File: src/rtl/pipe_stage_reg.sv
//------------------------------------------------------------------------------
// Module   : pipe_stage_reg
// Purpose  : Valid/ready pipeline stage register with flush and a saturating
//            backpressure (stall) counter.
//            Build option PIPE_STAGE_SKID_EN:
//              defined   -> two-entry skid buffer, registered in_ready
//                           (no combinational out_ready -> in_ready path)
//              undefined -> single register, combinational in_ready
// Ports    : clk        sole clock, rising edge
//            rst        asynchronous reset, active low
//            in_valid   upstream holds a valid entry
//            in_ready   stage accepts this cycle
//            in_data    upstream payload (WIDTH)
//            out_valid  stage presents a valid entry
//            out_ready  downstream consumes this cycle
//            out_data   head payload, NOP_VALUE when out_valid=0
//            flush      synchronous kill of all held entries
//            stall_cnt  saturating count of out_valid && !out_ready cycles
// Revision : 1.0  initial release
//------------------------------------------------------------------------------
`default_nettype none

module pipe_stage_reg #(
  parameter int               WIDTH     = 32,
  parameter logic [WIDTH-1:0] NOP_VALUE = '0,
  parameter int               CNT_W     = 16
) (
  input  logic             clk,
  input  logic             rst,
  input  logic             in_valid,
  output logic             in_ready,
  input  logic [WIDTH-1:0] in_data,
  output logic             out_valid,
  input  logic             out_ready,
  output logic [WIDTH-1:0] out_data,
  input  logic             flush,
  output logic [CNT_W-1:0] stall_cnt
);

  typedef enum logic [1:0] {
    EMPTY = 2'd0,
    ONE   = 2'd1,
    TWO   = 2'd2
  } state_t;

  state_t           r_state;
  state_t           w_state_nxt;
  logic [WIDTH-1:0] r_main;
  logic [CNT_W-1:0] r_stall_cnt;
  logic             w_accept;
  logic             w_pop;

  assign out_valid = (r_state != EMPTY);
  assign out_data  = out_valid ? r_main : NOP_VALUE;
  assign stall_cnt = r_stall_cnt;

  // A flushed cycle's input is dropped, so it never counts as accepted.
  assign w_accept = in_valid && in_ready && !flush;
  assign w_pop    = out_valid && out_ready;

  always_comb begin
    w_state_nxt = r_state;
    if (flush) begin
      w_state_nxt = EMPTY;
    end else begin
      case (r_state)
        EMPTY: if (w_accept) w_state_nxt = ONE;
        ONE: begin
          if (w_accept && !w_pop) begin
`ifdef PIPE_STAGE_SKID_EN
            w_state_nxt = TWO;
`else
            // Unreachable: single-register in_ready requires a pop.
            w_state_nxt = ONE;
`endif
          end else if (!w_accept && w_pop) begin
            w_state_nxt = EMPTY;
          end
        end
        TWO:     if (w_pop) w_state_nxt = ONE;
        default: w_state_nxt = EMPTY;
      endcase
    end
  end

  always_ff @(posedge clk or negedge rst) begin
    if (!rst) begin
      r_state <= EMPTY;
    end else begin
      r_state <= w_state_nxt;
    end
  end

`ifdef PIPE_STAGE_SKID_EN
  logic [WIDTH-1:0] r_skid;
  logic             r_in_ready;

  assign in_ready = r_in_ready;

  always_ff @(posedge clk or negedge rst) begin
    if (!rst) begin
      r_main     <= NOP_VALUE;
      r_skid     <= NOP_VALUE;
      r_in_ready <= 1'b0;
    end else begin
      r_in_ready <= (w_state_nxt != TWO);
      if (flush) begin
        r_main <= NOP_VALUE;
        r_skid <= NOP_VALUE;
      end else begin
        case (r_state)
          EMPTY: if (w_accept) r_main <= in_data;
          ONE: begin
            if (w_accept && w_pop) r_main <= in_data;
            else if (w_accept)     r_skid <= in_data;
          end
          TWO:     if (w_pop) r_main <= r_skid;
          default: r_main <= NOP_VALUE;
        endcase
      end
    end
  end
`else
  // r_live holds in_ready low until the first edge after reset release.
  logic r_live;

  assign in_ready = rst && r_live && (!out_valid || out_ready);

  always_ff @(posedge clk or negedge rst) begin
    if (!rst) begin
      r_main <= NOP_VALUE;
      r_live <= 1'b0;
    end else begin
      r_live <= 1'b1;
      if (flush) begin
        r_main <= NOP_VALUE;
      end else if (w_accept) begin
        r_main <= in_data;
      end
    end
  end
`endif

  always_ff @(posedge clk or negedge rst) begin
    if (!rst) begin
      r_stall_cnt <= '0;
    end else if (out_valid && !out_ready && (r_stall_cnt != {CNT_W{1'b1}})) begin
      r_stall_cnt <= r_stall_cnt + CNT_W'(1);
    end
  end

endmodule

`default_nettype wire

File: config.mk
export PLATFORM = sky130hd
export DESIGN_NAME = pipe_stage_reg
export DESIGN_NICKNAME = d
export VERILOG_FILES = /design/src/rtl/pipe_stage_reg.sv
export SDC_FILE = /design/constraint.sdc
export NUM_CORES = 1
export LEC_CHECK = 0
export ABC_AREA = 1
export CORE_UTILIZATION = 42
export DETAILED_ROUTE_END_ITERATION = 10
export GPL_TIMING_DRIVEN = 0
export MAX_ROUTING_LAYER = met4
export PLACE_DENSITY = 0.8
export SYNTH_ARGS = -nofsm -noshare
export SYNTH_HDL_FRONTEND = slang
export SYNTH_SLANG_ARGS = --single-unit
File: constraint.sdc
create_clock -name clk -period 1.52 [get_ports clk]
set_input_delay 0.304 -clock clk [delete_from_list [all_inputs] [get_ports clk]]
set_output_delay 0.304 -clock clk [all_outputs]
set_load 0.05 [all_outputs]
==> results of run 1 <==
## flip-flops by register name, summed over array words and instances, names as in the netlist
name       cells
r_main        32
stall_cnt     16
r_live         1
r_state        1
## routing by layer
layer | GRT usage | vias to the layer above
met5 | - | -
met4 | 0.0667 | 0
met3 | 0.0264 | 23
met2 | 0.383 | 109
met1 | 0.280 | 1357
li1 | - | 1320
## worst reg2reg max path: cells and delay by family (launching register included)
kind	cells	cell delay (ns)
buffers and inverters	4	0.57
AO/OA/AOI/OAI	1	0.10
AND/OR/NAND/NOR	3	0.38
flip-flops	1	0.43
## how the worst min path moves through the flow
stage          depth (start not counted)  slack [ns]            end
6_report                               2        0.07     r_main[30]
5_1_grt                                2        0.07      r_main[0]
4_1_cts                                2        0.07  stall_cnt[15]
3_5_place_dp                           1        0.27     r_main[24]
3_3_place_gp                           2        0.49      r_main[1]
2_1_floorplan                          0       0.008         r_live
## layout by cell type, fill, tap and decap left out, drive strengths merged, types with 2 or more instances in the layout
cell type,netlist,final
inv,79,49
xor2,8,8
dfrtp,50,50
clkdlybuf4s15,0,15
clkdlybuf4s50,0,35
dlygate4sd3,0,2
clkinvlp,0,31
buf,9,59
nand2,89,89
nand4,5,5
o21ai,42,42
nand3,49,50
clkbuf,6,14
nor2,18,18
## power by group through the flow
stage | clock (mW) | sequential (mW) | combinational [mW]
floorplan | 0 | 1.99 | 0.435
global placement | 0 | 1.67 | 1.17
detailed placement | 0 | 1.68 | 1.19
CTS | 0.842 | 1.66 | 1.22
global route | 0.893 | 1.68 | 1.42
finish | 0.825 | 1.66 | 1.32
## final cells by class
class	instances	area share
clock buffer	6	0.0179
buffer	15	0.0448
timing repair buffer	105	0.256
tap	75	0.0204
sequential	50	0.276
inverter	79	0.0898
multi-input combinational	214	0.293
clock inverter	2	0.00271
## stage by stage
stage | util | hold slack (ns) | setup slack (ns) | cells
CTS | 0.700 | 0.0699 | -0.136 | 532
detailed placement | 0.639 | 0.273 | -0.875 | 519
global route | 0.761 | 0.0658 | -0.226 | 546
floorplan | - | 0.00841 | -0.122 | 357
global placement | 0.636 | 0.485 | -2.57 | 518
finish | 0.761 | 0.0691 | -0.194 | 546
## logic make-up after synthesis
family	after synthesis
DFF	50
buffers and inverters	94
other	1
and+or+nand+nor	161
AOI/OAI and AO/OA	42
xor gates and xnor gates	8
adders and majority gates	1
## timing repair
item,in CTS,in global routing
endpoints found under the setup margin,64,78
gates resized for setup,324,62
hold buffers,2,0
setup buffers,2,7
hold endpoints to repair,18,0
pin swaps,1,3
cloned,1,7
==> results.yml, run 1 <==
drt:
  drtIter0Drc: 136
  wl_met2_um: 4210
  dr_total_vias: 2809
  postRouteAntennaNets: 0
  wl_met1_um: 3440
  wirelength_um: 8350
  route.met3.wl_um: 477
  avgViaCountPerCell: 5.14
  drc: 0
  wl_per_cell_um: 15.3
  highest_layer: "met4"
  drt_first_pass_iters: 4
cts:
  insertion_delay_ns: 0.31
  clkSlewWorstSetupHoldPaths_ns: 0.10
  clock-root-buffer: "clkbuf_8"
  cts_made_buffers: 5
  clockBufferDepth: 2
  clock_sinks: 50
  cts_htree_levels: 2
  cts_tree: "done"
layout:
  final_net_count: 508
  drive_gt1_frac: 0.469
  num-fill-cells: 419
  antenna-diode-count: 0
  fin_area_um2: 4610
  regArea_um2: 1270
  area_growth_pct: 70.4
  multi_input_area_um2: 1350
critical_path:
  cp-start-kind: "register"
  critPathLaunch: "r_state[0]"
  rr_worst_depth: 8
  crit_buf_inv: 4
  cp_max_fo: 10
  r2r_start: "r_state[0]"
  critPathSlowestCell: "dfrtp_2"
  crit_path_max_incr_delay_ns: 0.43
  r2r-end: "r_state[0]"
  crit_family: "buffers and inverters"
  ff2ff_setup_slack_ns: -0.04
  endpoint_kind: "primary output"
  cp_cell_sequence: "buf_8, clkbuf_16, nand2_2, clkinvlp_4, buf_6"
  critical_path_required_ns: 1.22
  worstPathArrival_ns: 1.41
  path_class: "reg2out"
  crit_end: "out_data[2]"
  cp.depth: 5
floorplan:
  core_um2: 6060
  fp.dieW_um: 82.3
  ios: 87
  dieArea_um2: 6770
  start_util: 0.447
  rows: 28
  die_y_um: 82.3
logic_synthesis:
  synth_top_family_by_area: "simple AND/OR/NAND/NOR gates"
  synth_top_cell_area_share: 0.462
  yosysSeqAreaShare: 0.462
  synth-adder-area-share: 0.00462
  synth_ff_type: "dfrtp_1"
  muxShareOfSynthArea: 0
  synth_edf_count: 0
  ys_types: 23
  ys_async_sr_fraction: 1.00
  synth_common_cells: "80 x nand2_1, 78 x inv_1, 50 x dfrtp_1"
  ys_warn_count: 0
  avgSynthCellArea_um2: 7.58
  yosys.area_share.simple: 0.275
  synthXorXnorAreaFrac: 0.0259
  synth-compound-area-share: 0.0915
  mappedNetlistArea_um2: 2710
  ys_seq_elements: 50
  yosysMostFrequentCell: "nand2_1"
  synthTopCellsByArea: "dfrtp_1 46%, nand2_1 11%, inv_1 11%, nand3_1 8.7%, o21ai_0 5.2%"
  syn_nets: 395
  synth_cells: 357
  yosysTopAreaCell: "dfrtp_1"
power_and_ir_drop:
  comb_power_share: 0.346
  peakVddDrop_mv: 1.09
  power.internal_mw: 2.35
  clockPowerShare: 0.217
  p_switching_mw: 1.45
  pwr_density_cell_nw_per_um2: 824
  power_mw: 3.80
  p_leak_nw: 2.12
  swShare: 0.382
  power_frac_seq: 0.437
status:
  violations: "negative setup slack"
  status: "finished, violations left"
global_routing:
  grt_usage: 0.225
  grt-ovfl-total: 0
  grt_max_degree: 19
  antenna_found_initial: 0
  grt_pass1_wl_um: 11400
  grt_pass1_vias: 2502
timing:
  period_share: 1.13
  tightest_slew_ns: 0.833
  setup-violations-final: 48
  slew_headroom: 0.443
  finalHoldViolations: 0
  fin_worst_skew_ns: 0.00868
  final-max-slew-violation-count: 0
  fmax_mhz: 583
  rsz0062_at_grt: "yes"
  finalSetupTns_ns: -4.81
  finalCriticalPeriod_ns: 1.71
  setup_slack_ns: -0.194
placed_design:
  gp_congestion: 0.883
  hpwlAfterDp_um: 4830
  io_buffer_count: 86
  placed_area_um2: 3870
run:
  drv_cap: 0
hold_path:
  hold_path_class: "in2async"
Note: power is estimated with default switching activity, not from simulation.
==> run 2: changes to the inputs <==
- CORE_MARGIN: not set -> 8
- CORE_UTILIZATION: 42 -> 46
- PLACE_DENSITY: 0.8 -> 0.83
- clock period: 1.52 -> 1.7 ns (I/O delays scaled with it)
==> results.yml, run 2 (same netlist as run 1, synthesis figures left out) <==
power_and_ir_drop:
  clockPowerShare: 0.235
  p_leak_nw: 2.15
  peakVddDrop_mv: 0.919
  p_switching_mw: 1.22
  comb_power_share: 0.316
  pwr_density_cell_nw_per_um2: 840
  power_mw: 3.25
  power.internal_mw: 2.03
  swShare: 0.374
  power_frac_seq: 0.449
timing:
  slew_headroom: 0.346
  period_share: 0.982
  hold_ws_ns: 0.0638
  rsz0062_at_grt: "no"
  finalHoldViolations: 0
  tightest_slew_ns: 0.978
  final-max-slew-violation-count: 0
  finalSetupTns_ns: 0
  fin_worst_skew_ns: 0.00943
  setup-violations-final: 0
  fmax_mhz: 599
  finalCriticalPeriod_ns: 1.67
global_routing:
  grt-ovfl-total: 0
  grt_pass1_wl_um: 12500
  grt_pass1_vias: 2621
  grt_usage: 0.181
  antenna_found_initial: 0
  grt_max_degree: 29
layout:
  finalNonFillerCells: 531
  drive_gt1_frac: 0.189
  final_cell_mix: "79 x nand2_1, 78 x inv_1, 47 x nand3_1, 47 x dfrtp_1, 35 x clkdlybuf4s50_1"
  largest_register_ffs: 32
  area_growth_pct: 43.0
  antenna-diode-count: 0
  num-fill-cells: 521
  final_common_cell: "nand2_1"
  final_net_count: 493
  top_register: "r_main"
floorplan:
  die_y_um: 92.7
  fp.dieW_um: 92.7
  start_util: 0.465
  core_um2: 5820
  rows: 28
  ios: 87
  dieArea_um2: 8590
run:
  drv_cap: 0
placed_design:
  dp.cells: 519
  hpwlAfterDp_um: 5570
  gp_congestion: 0.839
  io_buffer_count: 86
critical_path:
  crit_buf_inv: 1
  cp-start-kind: "register"
  critical_path_required_ns: 1.36
  critPathLaunch: "stall_cnt[11]"
  critPathSlowestCell: "dlygate4sd2_1"
  r2r-end: "stall_cnt[9]"
  crit_end: "stall_cnt[11]"
  cp_cell_sequence: "dlygate4sd2_1"
  path_class: "reg2out"
  cp.depth: 1
  crit_family: "buffers and inverters"
  endpoint_kind: "primary output"
  cp_max_fo: 5
  r2r_start: "stall_cnt[0]"
  crit_path_max_incr_delay_ns: 0.57
  ff2ff_setup_slack_ns: 0.13
  worstPathArrival_ns: 1.33
  rr_worst_depth: 9
cts:
  clkSlewWorstSetupHoldPaths_ns: 0.09
  clockBufferDepth: 2
  cts_tree: "done"
  insertion_delay_ns: 0.30
  clock-root-buffer: "clkbuf_8"
  cts_htree_levels: 2
  clock_sinks: 50
  cts_made_buffers: 5
drt:
  drc: 0
  wirelength_um: 7420
  postRouteAntennaNets: 0
  wl_per_cell_um: 14.0
  drt_first_pass_iters: 4
  avgViaCountPerCell: 4.93
  drtIter0Drc: 135
  dr_total_vias: 2618
hold_path:
  hold_path_class: "in2async"
status:
  status: "completed"
==> run 2: metrics by stage <==
stage,setup WS (ns),util,area [um^2]
2_1_floorplan,-0.00352,-,2720
3_3_place_gp,-2.47,0.631,3670
3_5_place_dp,-0.810,0.634,3680
4_1_cts,-0.127,0.637,3710
5_1_grt,0.00184,0.666,3870
6_report,0.0307,0.666,3870
==> run 2: area by class of cell <==
type	instances	area, um^2	share of cell area
clock buffers	7	96.3	0.0249
inverters	79	299	0.0772
multi-input cells	213	1100	0.283
well taps	75	93.8	0.0242
flip-flops and latches	50	1250	0.324
plain buffers	15	115	0.0297
clock inverters	1	8.76	0.00226
repair buffers	91	906	0.234
==> run 2: repair_timing <==
| item | 4_1_cts | 5_1_grt |
|---|---|---|
| cloned | 0 | 0 |
| pin swaps | 1 | 1 |
| gates resized for setup | 194 | 76 |
| endpoints found under the hold margin | 22 | 0 |
| setup buffers | 0 | 2 |
| hold buffers | 2 | 0 |
| setup endpoints to repair | 55 | 49 |
==> run 2: how the worst min path moves through the flow <==
stage / from / end / slack [ns] / cells past startpoint
floorplan: rst / r_live / 0.04 / 0
finish: rst / r_main[7] / 0.06 / 3
global placement: r_main[0] / r_main[0] / 0.50 / 2
global route: rst / r_main[6] / 0.07 / 3
CTS: rst / r_main[7] / 0.07 / 3
detailed placement: rst / r_main[5] / 0.35 / 1
==> run 2: routing by layer <==
layer | routed length, um | up-vias | GRT usage
li1 | - | 1286 | -
met3 | 426 | 11 | 0.0380
met5 | 0 | - | -
met1 | 3240 | 1238 | 0.221
met2 | 3630 | 83 | 0.296
met4 | 125 | 0 | 0.0483
==> run 2: worst reg2reg max path: stages, from the launching register on <==
cell and delay, ns:
dfrtp_2 0.44, ha_4 0.18, inv_1 0.07, nor2_4 0.12
nand3_2 0.12, nand2_4 0.15, nand2_4 0.08, buf_6 0.17
nand2_2 0.09, o21ai_2 0.05
==> run 2: power by group through the flow <==
| stage | clock [mW] | sequential (mW) | combinational (mW) |
|---|---|---|---|
| after floorplan | 0 | 1.75 | 0.362 |
| after global placement | 0 | 1.47 | 1.02 |
| after detailed placement | 0 | 1.47 | 1.05 |
| after CTS | 0.782 | 1.45 | 1.00 |
| after global routing | 0.823 | 1.48 | 1.12 |
| final | 0.764 | 1.46 | 1.03 |
==> run 3: changes to the inputs <==
- CORE_ASPECT_RATIO: not set -> 1.1
==> results.yml, run 3 (same netlist as run 1, synthesis figures left out) <==
critical_path:
  critical_path_required_ns: 1.36
  cp-start-kind: "register"
  critPathSlowestCell: "dfrtp_2"
  cp_max_fo: 6
  crit_path_max_incr_delay_ns: 0.43
  cp_cell_sequence: "buf_6, nand2_4, inv_6, nor2_4, buf_8"
  endpoint_kind: "primary output"
  worstPathArrival_ns: 1.32
  critPathLaunch: "r_state[0]"
  r2r_start: "r_state[0]"
  path_class: "reg2out"
floorplan:
  dieArea_um2: 8600
  die_y_um: 96.4
  core_um2: 5730
  start_util: 0.472
  rows: 29
  ios: 87
  fp.dieW_um: 89.1
drt:
  dr_total_vias: 2678
  postRouteAntennaNets: 0
  avgViaCountPerCell: 5.00
  drc: 0
  wl_per_cell_um: 15.0
  wirelength_um: 8060
  drt_first_pass_iters: 4
  drtIter0Drc: 141
layout:
  fin_area_um2: 3910
  num-fill-cells: 503
  regArea_um2: 1250
  multi_input_area_um2: 1100
  antenna-diode-count: 0
  finalNonFillerCells: 536
  area_growth_pct: 44.3
  top_register: "r_main"
  final_net_count: 496
  drive_gt1_frac: 0.198
  largest_register_ffs: 32
  final_cell_mix: "78 x nand2_1, 78 x inv_1, 47 x nand3_1, 47 x dfrtp_1, 35 x clkdlybuf4s50_1"
  utilization: 0.681
timing:
  slew_headroom: 0.389
  setup-violations-final: 0
  fin_worst_skew_ns: 0.0143
  tightest_slew_ns: 0.914
  fmax_mhz: 602
  hold_ws_ns: 0.0308
  finalHoldViolations: 0
  setup_slack_ns: 0.0400
  final-max-slew-violation-count: 0
  finalCriticalPeriod_ns: 1.66
  finalSetupTns_ns: 0
  period_share: 0.976
cts:
  clkSlewWorstSetupHoldPaths_ns: 0.10
  clockBufferDepth: 2
  clock-root-buffer: "clkbuf_8"
  insertion_delay_ns: 0.30
  clock_sinks: 50
  cts_tree: "done"
  cts_made_buffers: 5
  cts_htree_levels: 2
placed_design:
  io_buffer_count: 86
  placed_area_um2: 3690
  preCtsSetupSlack_ns: -0.788
  dp.cells: 521
  gp_congestion: 0.821
  hpwlAfterDp_um: 5870
power_and_ir_drop:
  pwr_density_cell_nw_per_um2: 898
  power_mw: 3.51
  p_leak_nw: 2.17
  peakVddDrop_mv: 0.875
status:
  status: "completed"
global_routing:
  grt-ovfl-total: 0
  grt_max_degree: 31
  antenna_found_initial: 0
  grt_pass1_wl_um: 12700
  grt_pass1_vias: 2692
  grt_usage: 0.194
hold_path:
  hold_path_class: "in2async"
run:
  drv_cap: 0
==> run 3: cell types whose count changed in the layout (fill, tap and decap cells not counted), sizes merged <==
cell           before  now
buf                41   50
clkdlybuf4s15       2    4
clkbuf             18   11
dlygate4sd2        16   13
bufinv              0    2
==> run 3: power by group <==
part | internal [mW] | leakage (nW) | switching [mW]
Combinational | 0.359 | 1.44 | 0.688
Clock | 0.590 | 0.0683 | 0.409
Sequential | 1.31 | 0.667 | 0.157
Total | 2.25 | 2.17 | 1.25
==> run 3: worst paths after layout <==
check / end / slack [ns] / depth (start not counted)
max: in_ready / 0.04 / 5
min: r_main[9] / 0.03 / 3
max reg2reg: r_main[22] / 0.11 / 9
min reg2reg: r_main[12] / 0.52 / 2
max in group asynchronous: r_state[0] / 0.39 / 2
min in group clk: r_main[12] / 0.52 / 2
==> run 3: repair_timing <==
item	4_1_cts	5_1_grt
buffers inserted	0	5
pin swaps	1	3
setup endpoints to repair	66	40
gates resized for setup	225	21
hold buffers	2	0
endpoints found under the hold margin	20	0
==> run 3: metal layers <==
| metal | wire length (um) | vias to the layer above | global-route usage |
|---|---|---|---|
| met5 | 0 | - | - |
| met4 | 100 | 0 | 0.0527 |
| met3 | 448 | 10 | 0.0313 |
| met2 | 4230 | 98 | 0.344 |
| met1 | 3280 | 1280 | 0.220 |
| li1 | - | 1290 | - |
==> run 3: worst max-delay path, delay by kind of cell, from the launching register on <==
| kind | cells | cell delay [ns] |
|---|---|---|
| buf+inv | 3 | 0.34 |
| flops | 1 | 0.43 |
| simple gates | 2 | 0.24 |
==> run 3: final cells by class <==
class,count,area share
repair buffers,94,0.232
plain buffers,15,0.0279
flip-flops and latches,50,0.321
clock inverters,3,0.0176
multi-input cells,213,0.282
clock buffers,5,0.0176
well taps,77,0.0247
inverters,79,0.0772
